[config.mk]
export PLATFORM = sky130hd
export DESIGN_NAME = exec_sequencer
export DESIGN_NICKNAME = d
export VERILOG_FILES = /design/src/rtl/exec_sequencer.sv
export SDC_FILE = /design/constraint.sdc
export NUM_CORES = 1
export LEC_CHECK = 0
export ABC_CLOCK_PERIOD_IN_PS = 1900
export CAP_MARGIN = 15
export CORE_MARGIN = 2
export CORE_UTILIZATION = 40
export DETAILED_ROUTE_END_ITERATION = 8
export GPL_TIMING_DRIVEN = 1
export HOLD_SLACK_MARGIN = 0.03
export PLACE_DENSITY = 0.88
export SKIP_CTS_REPAIR_TIMING = 1
export SLEW_MARGIN = 15
export SYNTH_ARGS = -nofsm -noshare
export SYNTH_HDL_FRONTEND = slang
export SYNTH_SLANG_ARGS = --single-unit
[constraint.sdc]
create_clock -name clk -period 1.9 [get_ports clk]
set_input_delay 0.285 -clock clk [delete_from_list [all_inputs] [get_ports clk]]
set_output_delay 0.285 -clock clk [all_outputs]
set_load 0.005 [all_outputs]
[src/rtl/exec_sequencer.sv]
// exec_sequencer: multi-cycle instruction sequencer (IDLE/DECODE/EXEC/MEM/WB).
// Execute controls are decoded on the accept edge so they are valid from DECODE
// through WB. The retire and stall counters exist only when the
// EXEC_SEQ_PERFCNT_EN macro is defined.
module exec_sequencer #(
  parameter int DBITS        = 32,
  parameter int OP_BIT_WIDTH = 4
) (
  input  logic                    clk,
  input  logic                    reset_n,
  input  logic                    inst_valid,
  output logic                    inst_ready,
  input  logic [31:0]             inst,
  input  logic                    cond_in,
  input  logic                    mem_ack,
  output logic                    useZero,
  output logic                    useImm,
  output logic                    isMvhi,
  output logic                    isBranchOrCond,
  output logic [OP_BIT_WIDTH-1:0] opAlu,
  output logic [OP_BIT_WIDTH-1:0] opCond,
  output logic                    mem_req,
  output logic                    mem_we,
  output logic                    reg_we,
  output logic                    pc_redirect,
  output logic                    retire,
  output logic                    illegal
`ifdef EXEC_SEQ_PERFCNT_EN
  ,
  output logic [DBITS-1:0]        retire_count,
  output logic [DBITS-1:0]        stall_count
`endif
);

  localparam int OPW = OP_BIT_WIDTH;

  localparam logic [OPW-1:0] OP_ALUR  = OPW'(4'b0000);
  localparam logic [OPW-1:0] OP_ALUI  = OPW'(4'b1000);
  localparam logic [OPW-1:0] OP_CMPR  = OPW'(4'b0010);
  localparam logic [OPW-1:0] OP_CMPI  = OPW'(4'b1010);
  localparam logic [OPW-1:0] OP_BCOND = OPW'(4'b0110);
  localparam logic [OPW-1:0] OP_SW    = OPW'(4'b0101);
  localparam logic [OPW-1:0] OP_LW    = OPW'(4'b1001);
  localparam logic [OPW-1:0] OP_JAL   = OPW'(4'b1011);

  typedef enum logic [2:0] {IDLE, DECODE, EXEC, MEM, WB} state_t;

  state_t         state_q, state_d;
  logic [OPW-1:0] op1_q, op1_d;
  logic           inst_ready_q, inst_ready_d;
  logic           use_zero_q, use_zero_d;
  logic           use_imm_q, use_imm_d;
  logic           is_mvhi_q, is_mvhi_d;
  logic           is_boc_q, is_boc_d;
  logic [OPW-1:0] op_alu_q, op_alu_d;
  logic [OPW-1:0] op_cond_q, op_cond_d;
  logic           mem_req_q, mem_req_d;
  logic           mem_we_q, mem_we_d;
  logic           reg_we_q, reg_we_d;
  logic           pc_redirect_q, pc_redirect_d;
  logic           retire_q, retire_d;
  logic           illegal_q, illegal_d;

  logic [OPW-1:0] op1_in, op2_in;
  logic           is_branch, is_sw, is_mvhi_in, is_boc_in;
  logic           unused_inst_bits;

  assign op1_in = inst[31 -: OPW];
  assign op2_in = inst[31-OPW -: OPW];
  assign unused_inst_bits = ^inst[31-2*OPW:0];

  function automatic logic op_legal(input logic [OPW-1:0] op);
    return (op == OP_ALUR) || (op == OP_ALUI) || (op == OP_CMPR) || (op == OP_CMPI) ||
           (op == OP_BCOND) || (op == OP_SW) || (op == OP_LW) || (op == OP_JAL);
  endfunction

  function automatic logic op_writes_reg(input logic [OPW-1:0] op);
    return (op == OP_ALUR) || (op == OP_ALUI) || (op == OP_CMPR) || (op == OP_CMPI) ||
           (op == OP_LW) || (op == OP_JAL);
  endfunction

  // Execute-control decode of the offered instruction word.
  always_comb begin
    is_branch  = op1_in[2] & ~op1_in[0];
    is_sw      = op1_in[2] &  op1_in[0];
    is_mvhi_in = op1_in[3] & ~op1_in[1] & op2_in[1] & op2_in[0];
    is_boc_in  = op1_in[1] & ~op1_in[0];
  end

  // Next-state and next-output computation for the sequencer.
  always_comb begin
    state_d       = state_q;
    op1_d         = op1_q;
    inst_ready_d  = 1'b0;
    use_zero_d    = use_zero_q;
    use_imm_d     = use_imm_q;
    is_mvhi_d     = is_mvhi_q;
    is_boc_d      = is_boc_q;
    op_alu_d      = op_alu_q;
    op_cond_d     = op_cond_q;
    mem_req_d     = 1'b0;
    mem_we_d      = 1'b0;
    reg_we_d      = 1'b0;
    pc_redirect_d = 1'b0;
    retire_d      = 1'b0;
    illegal_d     = 1'b0;
    case (state_q)
      IDLE: begin
        inst_ready_d = 1'b1;
        if (inst_valid && inst_ready_q) begin
          state_d      = DECODE;
          inst_ready_d = 1'b0;
          op1_d        = op1_in;
          use_zero_d   = (is_branch & op2_in[2]) | is_mvhi_in;
          use_imm_d    = op1_in[3] | is_sw;
          is_mvhi_d    = is_mvhi_in;
          is_boc_d     = is_boc_in;
          op_alu_d     = is_boc_in ? OPW'(1) : op2_in;
          op_cond_d    = op2_in;
          illegal_d    = ~op_legal(op1_in);
        end
      end
      DECODE: begin
        if (op_legal(op1_q)) begin
          state_d = EXEC;
        end else begin
          state_d      = IDLE;
          inst_ready_d = 1'b1;
        end
      end
      EXEC: begin
        if ((op1_q == OP_LW) || (op1_q == OP_SW)) begin
          state_d   = MEM;
          mem_req_d = 1'b1;
          mem_we_d  = (op1_q == OP_SW);
        end else begin
          state_d       = WB;
          retire_d      = 1'b1;
          reg_we_d      = op_writes_reg(op1_q);
          pc_redirect_d = (op1_q == OP_JAL) | ((op1_q == OP_BCOND) & cond_in);
        end
      end
      MEM: begin
        if (mem_ack) begin
          state_d  = WB;
          retire_d = 1'b1;
          reg_we_d = op_writes_reg(op1_q);
        end else begin
          mem_req_d = 1'b1;
          mem_we_d  = mem_we_q;
        end
      end
      WB: begin
        state_d      = IDLE;
        inst_ready_d = 1'b1;
      end
      default: begin
        state_d      = IDLE;
        inst_ready_d = 1'b1;
      end
    endcase
  end

  // Sequencer state and registered outputs, cleared asynchronously by reset_n.
  always_ff @(posedge clk or negedge reset_n) begin
    if (!reset_n) begin
      state_q       <= IDLE;
      op1_q         <= '0;
      inst_ready_q  <= 1'b1;
      use_zero_q    <= 1'b0;
      use_imm_q     <= 1'b0;
      is_mvhi_q     <= 1'b0;
      is_boc_q      <= 1'b0;
      op_alu_q      <= '0;
      op_cond_q     <= '0;
      mem_req_q     <= 1'b0;
      mem_we_q      <= 1'b0;
      reg_we_q      <= 1'b0;
      pc_redirect_q <= 1'b0;
      retire_q      <= 1'b0;
      illegal_q     <= 1'b0;
    end else begin
      state_q       <= state_d;
      op1_q         <= op1_d;
      inst_ready_q  <= inst_ready_d;
      use_zero_q    <= use_zero_d;
      use_imm_q     <= use_imm_d;
      is_mvhi_q     <= is_mvhi_d;
      is_boc_q      <= is_boc_d;
      op_alu_q      <= op_alu_d;
      op_cond_q     <= op_cond_d;
      mem_req_q     <= mem_req_d;
      mem_we_q      <= mem_we_d;
      reg_we_q      <= reg_we_d;
      pc_redirect_q <= pc_redirect_d;
      retire_q      <= retire_d;
      illegal_q     <= illegal_d;
    end
  end

  // inst_ready is held low for as long as reset_n is asserted.
  assign inst_ready     = inst_ready_q & reset_n;
  assign useZero        = use_zero_q;
  assign useImm         = use_imm_q;
  assign isMvhi         = is_mvhi_q;
  assign isBranchOrCond = is_boc_q;
  assign opAlu          = op_alu_q;
  assign opCond         = op_cond_q;
  assign mem_req        = mem_req_q;
  assign mem_we         = mem_we_q;
  assign reg_we         = reg_we_q;
  assign pc_redirect    = pc_redirect_q;
  assign retire         = retire_q;
  assign illegal        = illegal_q;

`ifdef EXEC_SEQ_PERFCNT_EN
  logic [DBITS-1:0] retire_count_q, retire_count_d;
  logic [DBITS-1:0] stall_count_q, stall_count_d;

  // Free-running wrap-around counters: retire pulses and unacknowledged MEM cycles.
  always_comb begin
    retire_count_d = retire_count_q + (retire_q ? DBITS'(1) : DBITS'(0));
    stall_count_d  = stall_count_q + (((state_q == MEM) && !mem_ack) ? DBITS'(1) : DBITS'(0));
  end

  // Counter registers.
  always_ff @(posedge clk or negedge reset_n) begin
    if (!reset_n) begin
      retire_count_q <= '0;
      stall_count_q  <= '0;
    end else begin
      retire_count_q <= retire_count_d;
      stall_count_q  <= stall_count_d;
    end
  end

  assign retire_count = retire_count_q;
  assign stall_count  = stall_count_q;
`endif

endmodule

# --- Word-level counts from Yosys, hierarchy flattened ---
# Index checks and enable logic that the tools add are counted.
op_classes:
  reduce_logical: 24
  n_eq_ne: 19
  bitwise_logic: 15
  mux: 25
op_table:
  columns: ["cell", "n"]
  rows:
  - ["$eq A4 B4 Y1 const B", 8]
  - ["$logic_or A1 B1 Y1", 17]
  - ["$eq A4 B3 Y1 const B", 4]
  - ["$mux W1", 14]
  - ["$pmux W3 S4", 1]
  - ["$and A1 B1 Y1", 9]
  - ["$mux W3", 3]
  - ["$eq A4 B2 Y1 const B", 2]
  - ["$logic_not A4 Y1", 2]
  - ["$pmux W1 S2", 4]
  - ["$eq A3 B2 Y1 const B", 2]
  - ["$mux W4", 1]
  - ["$ne A2 B2 Y1 const B", 2]
  - ["$reduce_and A2 Y1", 2]
  - ["$eq A3 B1 Y1 const B", 1]
  - ["$logic_not A3 Y1", 1]
  - ["$not A1 Y1", 3]
  - ["$or A1 B1 Y1", 3]
  - ["$pmux W1 S3", 1]
  - ["$mux W2", 1]
  - ["$reduce_or A2 Y1", 1]
  - ["$logic_and A1 B1 Y1", 1]
totals:
  out_inout_bits: 19
  reg_bits: 26

# --- Depth between registers and ports, before layout ---
# Gate-level depths: netlist of run 1.
logic_depth:
  word_depth: 11
  mapped_depth: 4

# --- Least setup slack after synthesis of run 1 ---
# OpenSTA, ideal clock, no wires.
synth_path:
  kind: "register to register"
  startpoint: "register state_q[2]"
  endpoint: "register op1_q[3]"
  path_slack_ns: 0.586
  period_less_slack_ns: 1.314
  t_required_ns: 1.775
  setup_ns: 0.125
  path_buffers: 1
  arrival_time_ns: 1.189
  path_stages_with_launch: 5
  path_cell_list: "dfrtp_1 -> nor2_4 -> nand4_4 -> buf_6 -> mux2_4"
synth_via:
  elab_chain_len: 2
synth_rtl:
  columns: ["item", "line", "rtl"]
  rows:
  - ["start: declaration", "48", "state_t state_q, state_d;"]
  - ["start signal: assignment", "183", "state_q <= state_d;"]
  - ["$logic_not A3 Y1", "107", "case (state_q)"]
  - ["$reduce_and A2 Y1 (no line)", null, null]
  - ["end signal: assignment", "184", "op1_q <= op1_d;"]
  - ["end: declaration", "49", "logic [OPW-1:0] op1_q, op1_d;"]
# Every way passes these cells.
# A chain may end at the register's enable or synchronous reset.

# --- Worst setup path in the final report of run 1 ---
layout_path:
  startpoint: "register inst_ready_q"
  endpoint: "output port inst_ready"
layout_via:
  elab_chain_len: 1
layout_rtl:
  columns: ["item", "line", "rtl"]
  rows:
  - ["start: declaration", "50", "logic inst_ready_q, inst_ready_d;"]
  - ["start signal: assignment", "185", "inst_ready_q <= inst_ready_d;"]
  - ["$and A1 B1 Y1", "202", "assign inst_ready = inst_ready_q & reset_n;"]
  - ["end: declaration", "12", "output logic inst_ready,"]
# Every way passes these cells.

==> results, run 1 <==
- The first global-routing pass estimated 4080 um of wire.
- The core area is 0.00281 sq mm.
- The storage element area is 652 sq um.
- During synthesis, Yosys emitted a total of 0 warnings.
- The worst min-delay path category is in -> async.
- The die covers 0.00347 sq mm.
- The root buffer cell is clkbuf_4.
- The final weighted congestion in routability-driven placement is 0.759.
- Headroom to the max-slew limit came out at 78.1%.
- In this run the count of I/O pins placed on the die edge is 56.
- The number of violations of the max-capacitance limit is 0.
- The width of the chip is 58.9 um.
- The fmax is 0.550 GHz.
- The buffering stage count on the worst path with inverters included is 1.
- For the worst-skew pair, the clock arrives at the later sink with an insertion delay of 310 ps.
- The number of storage elements in the synthesis netlist is 26.
- The clock net in this run drives a total of 26 sinks.
- The antenna diode instance count is 0.
- The clock skew after layout is 4.23 ps.
- The number of clock buffers added by TritonCTS is 3.
- The most frequently used cell type in the post-synthesis netlist is dfrtp_1.
- The post-detailed-route wirelength per cell is 14.8 um.
- The final hold violation count was 0.
- The floorplan has 19 rows.
- The share of the Yosys chip area taken by registers is 54.1%.
- The violation count after the first detailed-routing iteration is 34.
- The layer flagged by global routing as most heavily used is met2.
- Ranked by total cell area, the synthesized netlist is headed by dfrtp_1 52%, mux2_2 6.5%, mux2i_1 5.0%, nand2b_1 4.2%, mux2_4 3.7%.
- The type of the worst setup path is reg -> out.
- After routing, the total negative slack on setup checks comes to 0 ps.
- Global routing consumed, on the met2 layer, 29.0% of the routing resources.
- Traced cell by cell, the critical path runs through and2_1 -> clkdlybuf4s50_1.
- The via count is 880.
- The commonest cells after synthesis are 25 x dfrtp_1, 8 x inv_1, 8 x nand2b_1, 7 x mux2_2, 6 x mux2i_1.
- The critical path startpoint category is a register.
- The flow ran to the end, but the final reports show violations.
- The TritonCTS clock tree is yes.
- In this design, the stage delay of the slowest critical-path cell is 600 ps.
- Entering global routing, the biggest net connects 27 pins.
- The average footprint of a synthesized cell is 12.0 sq um.
- The y dimension of the die is 58.9 um.
- In this run the remaining antenna-violating nets after routing total 0.
- In this run the power density over the cells is 1400 mW/mm^2.
- Global routing consumed, on the met1 layer, 18.7% of the routing resources.
- In the global route stage, overall resource usage came out at 15.9%.
- The cell at the slowest stage of the critical path is dfstp_2.
- The detailed-router iteration count before antenna repair is 6.
- Port buffering added 31 buffers.
- dfrtp_1 takes more of the synthesized area than any other cell.
- The maximum clock insertion buffer count is 2.
- The number of instances in the synthesized netlist is 100.
- The via density per instance is 5.30.
- The number of enable flip-flop cells after synthesis is 0.
- For this block, the routed nets add up to 2450 um of wire.
- For the pin with the worst max-slew slack, the measured transition is 328 ps.
- The cell family with the largest share of critical-path delay is flip-flops.
- Fill cells in the final layout number 252.
- In the final layout, the multi-input gates occupy 503 sq um.
- Summed over all layers, the global routing overflow is 0.
- Setup violations remaining at the end of the flow were counted as 0.
- The total number of H-tree levels is 1.
- The highest ir drop seen on vdd is 659 uV.
- Of all nets on the critical path, the largest fanout is 4.
- The number of slew-limit violations in the final report is 0.
- The proportion of register bits with asynchronous set or reset after synthesis is 100%.
- The initial core utilization is 43.0%.
- For this design the static power due to leakage is 0.712 nW.
- For this run, global-route usage on met3 was measured as 4.84%.
- The clock transition at the registers of the reported paths is 140 ps.
- STA classifies the critical path endpoint as an output pin.
- After synthesis, the largest area contributor takes up 51.9% of total cell area.
- The checks that failed: DRC.
- Setup repair after global routing left no endpoint under its margin.
- The fraction of final layout cells with drive strength greater than 1 is 16.3%.
- The post-layout minimum cycle time is 1820 ps.
- Of the available clock period, the critical path in the final layout requires 95.7%.
- The cell area after technology mapping is 0.00120 sq mm.
- The number of distinct library cells after synthesis is 34.
- The data required time at the worst endpoint is 1620 ps.
- The number of global-route vias before repair is 931.
- Data arrives at the worst endpoint at 1530 ps.
- The most used flip-flop cell after synthesis is dfrtp_1.
- The sum of internal, switching and leakage power is 2.23 mW.
- The final layout contains 173 nets.
- The relative area change from synthesis to final layout is 31.9%.
- Synthesis produced a netlist with a net count of 137.
- For this run, design rule violations remaining after detail routing come to 1.
- The initial antenna violation count is 0.
- The wire-length estimate of the detail-placed layout is 1870 um.
[layout by cell type (no fill, tap or decap), types with 2 or more instances in the layout]
cell / Yosys / layout
clkdlybuf4s50_1: 0 / 31
dfrtp_1: 25 / 25
inv_1: 8 / 8
nand2b_1: 8 / 8
mux2_2: 7 / 7
mux2i_1: 6 / 6
nand2_1: 5 / 5
nor2_1: 4 / 4
nor2b_1: 3 / 3
a31oi_1: 3 / 3
a21oi_1: 3 / 3
mux2_4: 3 / 3
clkbuf_4: 0 / 3
and2_1: 2 / 2
o21ai_0: 2 / 2
buf_4: 0 / 2
[flip-flops by register name, summed over array words and instances (netlist names), 3 cells and up]
register,count
op1_q,4
opAlu,4
opCond,4
state_q,3
[final cells by class]
cell class / instances / share of cell area [%]
clock buffer: 4 / 2.28
inverter: 9 / 2.13
sequential: 26 / 41.0
multi-input combinational: 63 / 31.7
timing repair buffer: 33 / 20.5
tap: 31 / 2.44
[routing by layer]
| layer | up-vias | part of all wire [%] |
|---|---|---|
| met5 | - | 0 |
| met4 | 0 | 0.41 |
| met3 | 2 | 6.3 |
| met2 | 36 | 52 |
| met1 | 424 | 41 |
| li1 | 418 | - |
[power by group]
| group | internal, mW | total, mW | switching (mW) |
|---|---|---|---|
| Clock | 0.117 | 0.276 | 0.159 |
| Combinational | 0.606 | 0.973 | 0.367 |
| Sequential | 0.774 | 0.981 | 0.207 |
[cells by family (layout without fill, tap and decap cells)]
kind of cell	Yosys count	in the layout	share of synthesized area [%]
AOI/OAI and AO/OA	14	14	8.20
xor gates and xnor gates	1	1	0.727
buffers and inverters	11	46	4.15
DFF	26	26	54.1
muxes	16	16	15.3
and+or+nand+nor	32	32	17.5
[path summary, 6_finish.rpt]
path | startpoint | endpoint | slack (ps) | depth (start not counted)
max in group asynchronous | reset_n | inst_ready_q$_DFF_PN1_ | 1260 | 2
min in group clk | useZero$_DFFE_PN0P_ | useZero$_DFFE_PN0P_ | 530 | 1
setup / recovery | inst_ready_q$_DFF_PN1_ | inst_ready | 80 | 2
setup reg to reg | state_q[2]$_DFFE_PN0P_ | opCond[0]$_DFFE_PN0P_ | 470 | 3
hold reg to reg | useZero$_DFFE_PN0P_ | useZero$_DFFE_PN0P_ | 530 | 1
hold / removal | reset_n | mem_we$_DFFE_PN0N_ | 350 | 2
[metrics by stage]
stage	instances	instance area [sq um]	utilization, %	setup slack (ps)	hold WS, ps
after global routing	166	1590	56.6	26.1	354
final	166	1590	56.6	82.3	346
after floorplan	100	1200	-	586	-10.6
after detailed placement	162	1550	55.4	186	494
after CTS	166	1590	56.6	71.5	352
after global placement	162	1550	55.4	241	493
(Power assumes the default switching activity.)
==> run 2, diff against run 1 <==
--- a/config.mk
+++ b/config.mk
@@ -6,7 +6,7 @@
 export NUM_CORES = 1
 export LEC_CHECK = 0
 export ABC_CLOCK_PERIOD_IN_PS = 1900
-export CAP_MARGIN = 15
+export CAP_MARGIN = 20
 export CORE_MARGIN = 2
 export CORE_UTILIZATION = 40
 export DETAILED_ROUTE_END_ITERATION = 8
@@ -14,7 +14,6 @@
 export HOLD_SLACK_MARGIN = 0.03
 export PLACE_DENSITY = 0.88
 export SKIP_CTS_REPAIR_TIMING = 1
-export SLEW_MARGIN = 15
 export SYNTH_ARGS = -nofsm -noshare
 export SYNTH_HDL_FRONTEND = slang
 export SYNTH_SLANG_ARGS = --single-unit
==> results of run 2 <==
Final layout, timing and power as in run 1 (identical DEF).
==> run 3, diff against run 2 <==
--- a/config.mk
+++ b/config.mk
@@ -14,6 +14,7 @@
 export HOLD_SLACK_MARGIN = 0.03
 export PLACE_DENSITY = 0.88
 export SKIP_CTS_REPAIR_TIMING = 1
+export SKIP_LAST_GASP = 1
 export SYNTH_ARGS = -nofsm -noshare
 export SYNTH_HDL_FRONTEND = slang
 export SYNTH_SLANG_ARGS = --single-unit
==> results of run 3 <==
Final layout, timing and power as in run 1 (identical DEF).
==> RTL edit 1: new RTL, config.mk and constraints of run 3 <==
Re-encode `state_t` (5 states) as one-hot, 5 bits wide.
--- a/src/rtl/exec_sequencer.sv
+++ b/src/rtl/exec_sequencer.sv
@@ -43,7 +43,7 @@
   localparam logic [OPW-1:0] OP_LW    = OPW'(4'b1001);
   localparam logic [OPW-1:0] OP_JAL   = OPW'(4'b1011);
 
-  typedef enum logic [2:0] {IDLE, DECODE, EXEC, MEM, WB} state_t;
+  typedef enum logic [4:0] {IDLE = 5'b00001, DECODE = 5'b00010, EXEC = 5'b00100, MEM = 5'b01000, WB = 5'b10000} state_t;
 
   state_t         state_q, state_d;
   logic [OPW-1:0] op1_q, op1_d;
Function: no difference found for any inputs over 10 cycles, from zero or initial values and one cycle with reset_n low; not proved beyond that.
==> RTL edit 1 against run 3 <==
  * Sequential cell count up 2
  * Routed wire length increased by 6.3%
  * Area after synthesis up 9.0%
  * Power shrank 2.6%
  * Global-route usage is 0.26 points higher
  * Clock power down 7.6%
  * Via count is 11% higher
  * Largest cell class unchanged
  * Cell area up 5.8%
  * Critical path depth stayed put
  * Clock skew increased by 3.1 ps
  * Setup slack better by 68 ps
==> RTL edit 1: results (changes against run 3) <==
Clocking
  • CTS H-tree depth: 1 (unchanged)
  • CTS root buf: clkbuf_4 (unchanged)
  • Clk slew on worst S/H paths: 150 ps
  • Clock Tree Buf Depth: 2 (unchanged)
  • Clock latency on the worst-skew pair: 330 ps (was 310 ps)
  • Total CTS buffers: 3 (unchanged)

Global routing
  • Global-route wire length before repair: 4.429 mm (was 4.084 mm)
  • Routing usage on met1: 20.08% (was 18.70%)
  • Vias in the first global route: 959 (was 931)
  • Initial antenna violation count: 0 (unchanged)
  • GRT Util Overall: 16.13% (was 15.86%)
  • Met2 Use GR: 27.96% (was 29.05%)
  • Met3 GRT Util: 3.571% (was 4.835%)
  • Largest net degree at the start of global routing: 29 (was 27)

Power and ir drop
  • VDD IR max: 0.0007069 V (was 0.0006588 V)
  • Leak: 0.7128 nW (was 0.7119 nW)

STA
  • Final Hold Slack: 375.7 ps (was 345.7 ps)
  • Slew HR: 76.93% (was 78.07%)
  • Clock Skews: 7.315 ps (was 4.227 ps)

Setup path
  • Crit-path max FO: 2 (was 4)
  • Cells on worst reg2reg path: 4 (was 3)
  • Crit path DAT: 1470 ps (was 1530 ps)
  • R2R setup slack: 290 ps (was 470 ps)
  • Max stage delay on crit path: 540 ps (was 600 ps)
  • CP top delay family: flip-flops (unchanged)
  • Start of the worst register-to-register path: state_q[0]$_DFFE_PN1P_ (was state_q[2]$_DFFE_PN0P_)
  • CP max stage cell: dfstp_2 (unchanged)
  • FF-to-FF End: illegal$_DFF_PN0_ (was opCond[0]$_DFFE_PN0P_)

Synth
  • Ys Warns: 0 (unchanged)
  • Post-synth cell types: 40 (was 34)
  • Synth Area in Compound Gates: 13.52% (was 8.204%)
  • Post-synth top cells: 26 x dfrtp_1, 10 x inv_1, 9 x nor2_1 (was 25 x dfrtp_1, 8 x inv_1, 8 x nand2b_1)
  • Post-Synth Adder-Cell Area: 0% (unchanged)
  • Mapped Cells: 115 (was 100)
  • Main synth FF type: dfrtp_1 (unchanged)
  • Ranking of synthesized cells by area: dfrtp_1 50%, mux2_4 5.7%, dfstp_2 4.0% (was dfrtp_1 52%, mux2_2 6.5%, mux2i_1 5.0%)
  • Post-synthesis mux area share: 7.238% (was 15.26%)
  • Synth Area in XOR/XNOR: 1.333% (was 0.7269%)
  • Mapped Nets: 152 (was 137)
  • Yosys top cell area share: 49.52% (was 51.92%)
  • Part of the Yosys area used for sequential elements: 53.52% (was 54.10%)

Final layout
  • Largest Register: state_q
  • Fin cells: 194 (was 166)
  • Ant. Diodes: 0 (unchanged)
  • Layout cell share with drive strength beyond 1: 16.00% (was 16.30%)
  • Number of flip-flops in the largest register: 5
  • Fillers: 273 (was 252)

Run status
  • Status: complete, no violations (was finished, violations left)

Place
  • IO Port Bufs: 31 (unchanged)
  • GP Congestion: 0.7871 (was 0.7585)
  • DP HPWL: 1.969 mm (was 1.868 mm)

Drt
  • Vias: 979 (was 880)
  • Iter 0 DRT Violations: 19 (was 34)
  • DRT Wirelength: 2.608 mm (was 2.454 mm)
  • DR pass1 iterations: 4 (was 6)
-- RTL edit 1: logic make-up (layout without fill, tap and decap cells) --
logic type | Yosys count | after routing
xor+xnor | 2 | 2
compound gates | 26 | 26
simple gates | 39 | 39
mux | 7 | 7
buf+inv | 13 | 48
flops | 28 | 28
-- RTL edit 1: per-layer routing --
metal | vias to the layer above | routed length (microns)
met2 | 35 | 1295
met1 | 471 | 1121
met5 | - | 0
li1 | 470 | -
met4 | 0 | 25
met3 | 3 | 166
-- RTL edit 1: how the worst max path moves through the flow --
stage	from	endpoint	depth (start not counted)	slack [ps]
global placement	inst_valid	illegal$_DFF_PN0_	5	130
floorplan	state_q[0]$_DFFE_PN1P_	op1_q[0]$_DFFE_PN0P_	4	450
finish	inst_ready_q$_DFF_PN1_	inst_ready	2	150
global route	inst_ready_q$_DFF_PN1_	inst_ready	2	90
CTS	inst_ready_q$_DFF_PN1_	inst_ready	2	130
detailed placement	inst_valid	illegal$_DFF_PN0_	5	140
-- RTL edit 1: layout make-up --
| class | count | share of cell area (%) |
|---|---|---|
| flip-flops and latches | 28 | 41.82 |
| multi-input cells | 74 | 31.32 |
| repair buffers | 34 | 19.79 |
| well taps | 44 | 3.274 |
| inverters | 10 | 2.232 |
| clock buffers | 4 | 1.563 |
-- RTL edit 1: power breakdown --
part | total (W) | switching, W | internal [W]
registers | 0.000969 | 0.000167 | 0.000802
logic | 0.000948 | 0.000398 | 0.000550
clock network | 0.000255 | 0.000173 | 0.0000824
-- RTL edit 1: worst register-to-register path, stage by stage, from the launching register on --
cell and delay [ps]:
dfstp_2 590, nor2b_2 160, and4_4 410, buf_4 210
a21boi_0 170
-- RTL edit 1: through the flow --
stage | setup WS (ps) | cell area, sq um | util (%)
floorplan | 454.5 | 1314 | -
global placement | 134.6 | 1655 | 53.78
detailed placement | 139.7 | 1655 | 53.78
CTS | 132.0 | 1682 | 54.63
global route | 94.10 | 1682 | 54.63
finish | 150.0 | 1682 | 54.63
==> RTL edit 2: new RTL, flow settings as in run 3 <==
Without the edit above. The option `EXEC_SEQ_PERFCNT_EN` is turned on by a define.
--- a/src/rtl/exec_sequencer.sv
+++ b/src/rtl/exec_sequencer.sv
@@ -2,6 +2,8 @@
 // Execute controls are decoded on the accept edge so they are valid from DECODE
 // through WB. The retire and stall counters exist only when the
 // EXEC_SEQ_PERFCNT_EN macro is defined.
+`define EXEC_SEQ_PERFCNT_EN
+
 module exec_sequencer #(
   parameter int DBITS        = 32,
   parameter int OP_BIT_WIDTH = 4
Formal check against the unedited RTL (old outputs only; new: retire_count and stall_count): equivalent (Yosys induction, for registers that start in step).
==> RTL edit 2 against run 3 <==
  * The run ends with setup timing left
  * Combinational power grew 41%
  * Cell area grew to 3.5 times the old value
  * Via count grew to 3.6 times the old value
  * Area after synthesis grew to 3.3 times the old value
  * Utilization is 0.29 points higher
  * Sequential share of layout area fell by 0.34 points
  * Sequential cell count grew 64
  * Power increased by 130%
  * Routed wire length rose to 3.8 times the old value
  * Setup slack worse by 110 ps
  * Critical endpoint is now stall_count[20]$_DFF_PN0_
==> RTL edit 2: results (changes against run 3) <==
Setup path
  • FF-to-FF End: stall_count[20]$_DFF_PN0_ (was opCond[0]$_DFFE_PN0P_)
  • Crit path DAT: 2200 ps (was 1530 ps)
  • Crit-path max FO: 5 (was 4)
  • CP max stage cell: dfrtp_1 (was dfstp_2)
  • Cells on worst reg2reg path: 9 (was 3)
  • Max stage delay on crit path: 390 ps (was 600 ps)

Clocking
  • Clock latency on the worst-skew pair: 350 ps (was 310 ps)
  • Clk slew on worst S/H paths: 80 ps (was 140 ps)
  • Total CTS buffers: 9 (was 3)
  • CTS root buf: clkbuf_8 (was clkbuf_4)
  • CTS H-tree depth: 3 (was 1)

Global routing
  • Global-route wire length before repair: 15.23 mm (was 4.084 mm)
  • GRT Util Overall: 17.24% (was 15.86%)
  • Vias in the first global route: 3212 (was 931)

Place
  • GP Congestion: 0.8365 (was 0.7585)
  • Post-Place Cell Area: 5269 sq um (was 1553 sq um)
  • DP Worst Slack: -487.9 ps (was 186.2 ps)
  • DP HPWL: 6.588 mm (was 1.868 mm)
  • IO Port Bufs: 95 (was 31)
  • Number of instances in the placed design: 595 (was 162)

Final layout
  • Fin cells: 613 (was 166)
  • Ant. Diodes: 0 (unchanged)
  • Layout area overhead: 38.73% (was 31.88%)
  • Fillers: 823 (was 252)
  • Nets: 517 (was 173)

STA
  • Setup WS post-layout: -25.96 ps (was 82.28 ps)
  • Clock Skews: 6.854 ps (was 4.227 ps)
  • Final setup viols: 1 (was 0)
  • Slew HR: 69.11% (was 78.07%)
  • Setup total negative slack: -25.96 ps (was 0 ps)
  • Final Hold Slack: 15.98 ps (was 345.7 ps)

Synth
  • Post-synth top cells: 89 x dfrtp_1, 35 x nand2_1, 33 x xor2_1 (was 25 x dfrtp_1, 8 x inv_1, 8 x nand2b_1)
  • Ranking of synthesized cells by area: dfrtp_1 56%, xor2_1 7.2%, xnor2_1 6.1% (was dfrtp_1 52%, mux2_2 6.5%, mux2i_1 5.0%)
  • Mapped Nets: 399 (was 137)
  • Part of the Yosys area used for sequential elements: 56.44% (was 54.10%)

Drt
  • DR pass1 iterations: 4 (was 6)
  • DRT Wirelength: 9.217 mm (was 2.454 mm)
  • Vias per cell: 5.108 (was 5.301)
  • Iter 0 DRT Violations: 106 (was 34)

Run status
  • Status: finished, violations left (unchanged)
  • Failing checks: setup timing (was DRC)

Power and ir drop
  • Leak: 2.511 nW (was 0.7119 nW)
  • Net Sw Power: 0.001457 W (was 0.0007329 W)
  • VDD IR max: 0.0006889 V (was 0.0006588 V)
==> RTL edit 2: changes by cell type after synthesis, moves of 17 or more <==
cell and change:
xor2_1 +32, nand3_1 +17, dfrtp_1 +64, nor3_1 +22, xnor2_1 +28, nand2_1 +30
==> RTL edit 2: power groups by stage <==
stage	Combinational (W)	Clock [W]	Sequential, W
floorplan	0.000557	0	0.00252
detailed placement	0.00136	0	0.00252
global route	0.00150	0.00136	0.00255
finish	0.00137	0.00124	0.00250
CTS	0.00137	0.00129	0.00249
global placement	0.00131	0	0.00251
==> RTL edit 2: critical path: cells and delay by family (launching register included) <==
kind | cells | cell delay [ps]
AND/OR/NAND/NOR | 5 | 820
flip-flops | 1 | 390
adder cells (fa/ha/maj) | 2 | 280
XOR/XNOR | 1 | 160
buffers and inverters | 1 | 200
==> RTL edit 2: cell type report <==
type / instances / share of cell area, %
well taps: 133 / 3.004
clock inverters: 2 / 0.1807
inverters: 12 / 0.8132
repair buffers: 118 / 20.74
multi-input cells: 245 / 31.35
clock buffers: 13 / 3.230
flip-flops and latches: 90 / 40.68
==> RTL edit 2: per-layer routing <==
metal,routed length [microns],vias up,global-route usage [%]
met5,0,-,0
met4,102,0,6.564
met3,586,15,4.386
met2,4645,98,28.62
met1,3883,1546,21.75
li1,-,1472,-
==> RTL edit 2: logic make-up (layout without fill, tap and decap cells) <==
logic type      after synthesis  after routing  share of synthesized area, %
mux                           9              9                         2.538
buf+inv                      23            145                         2.507
flops                        90             90                         56.44
fa+ha+maj                     4              4                         1.254
xor+xnor                     61             61                         13.38
simple gates                150            150                         20.84
compound gates               21             21                         3.040
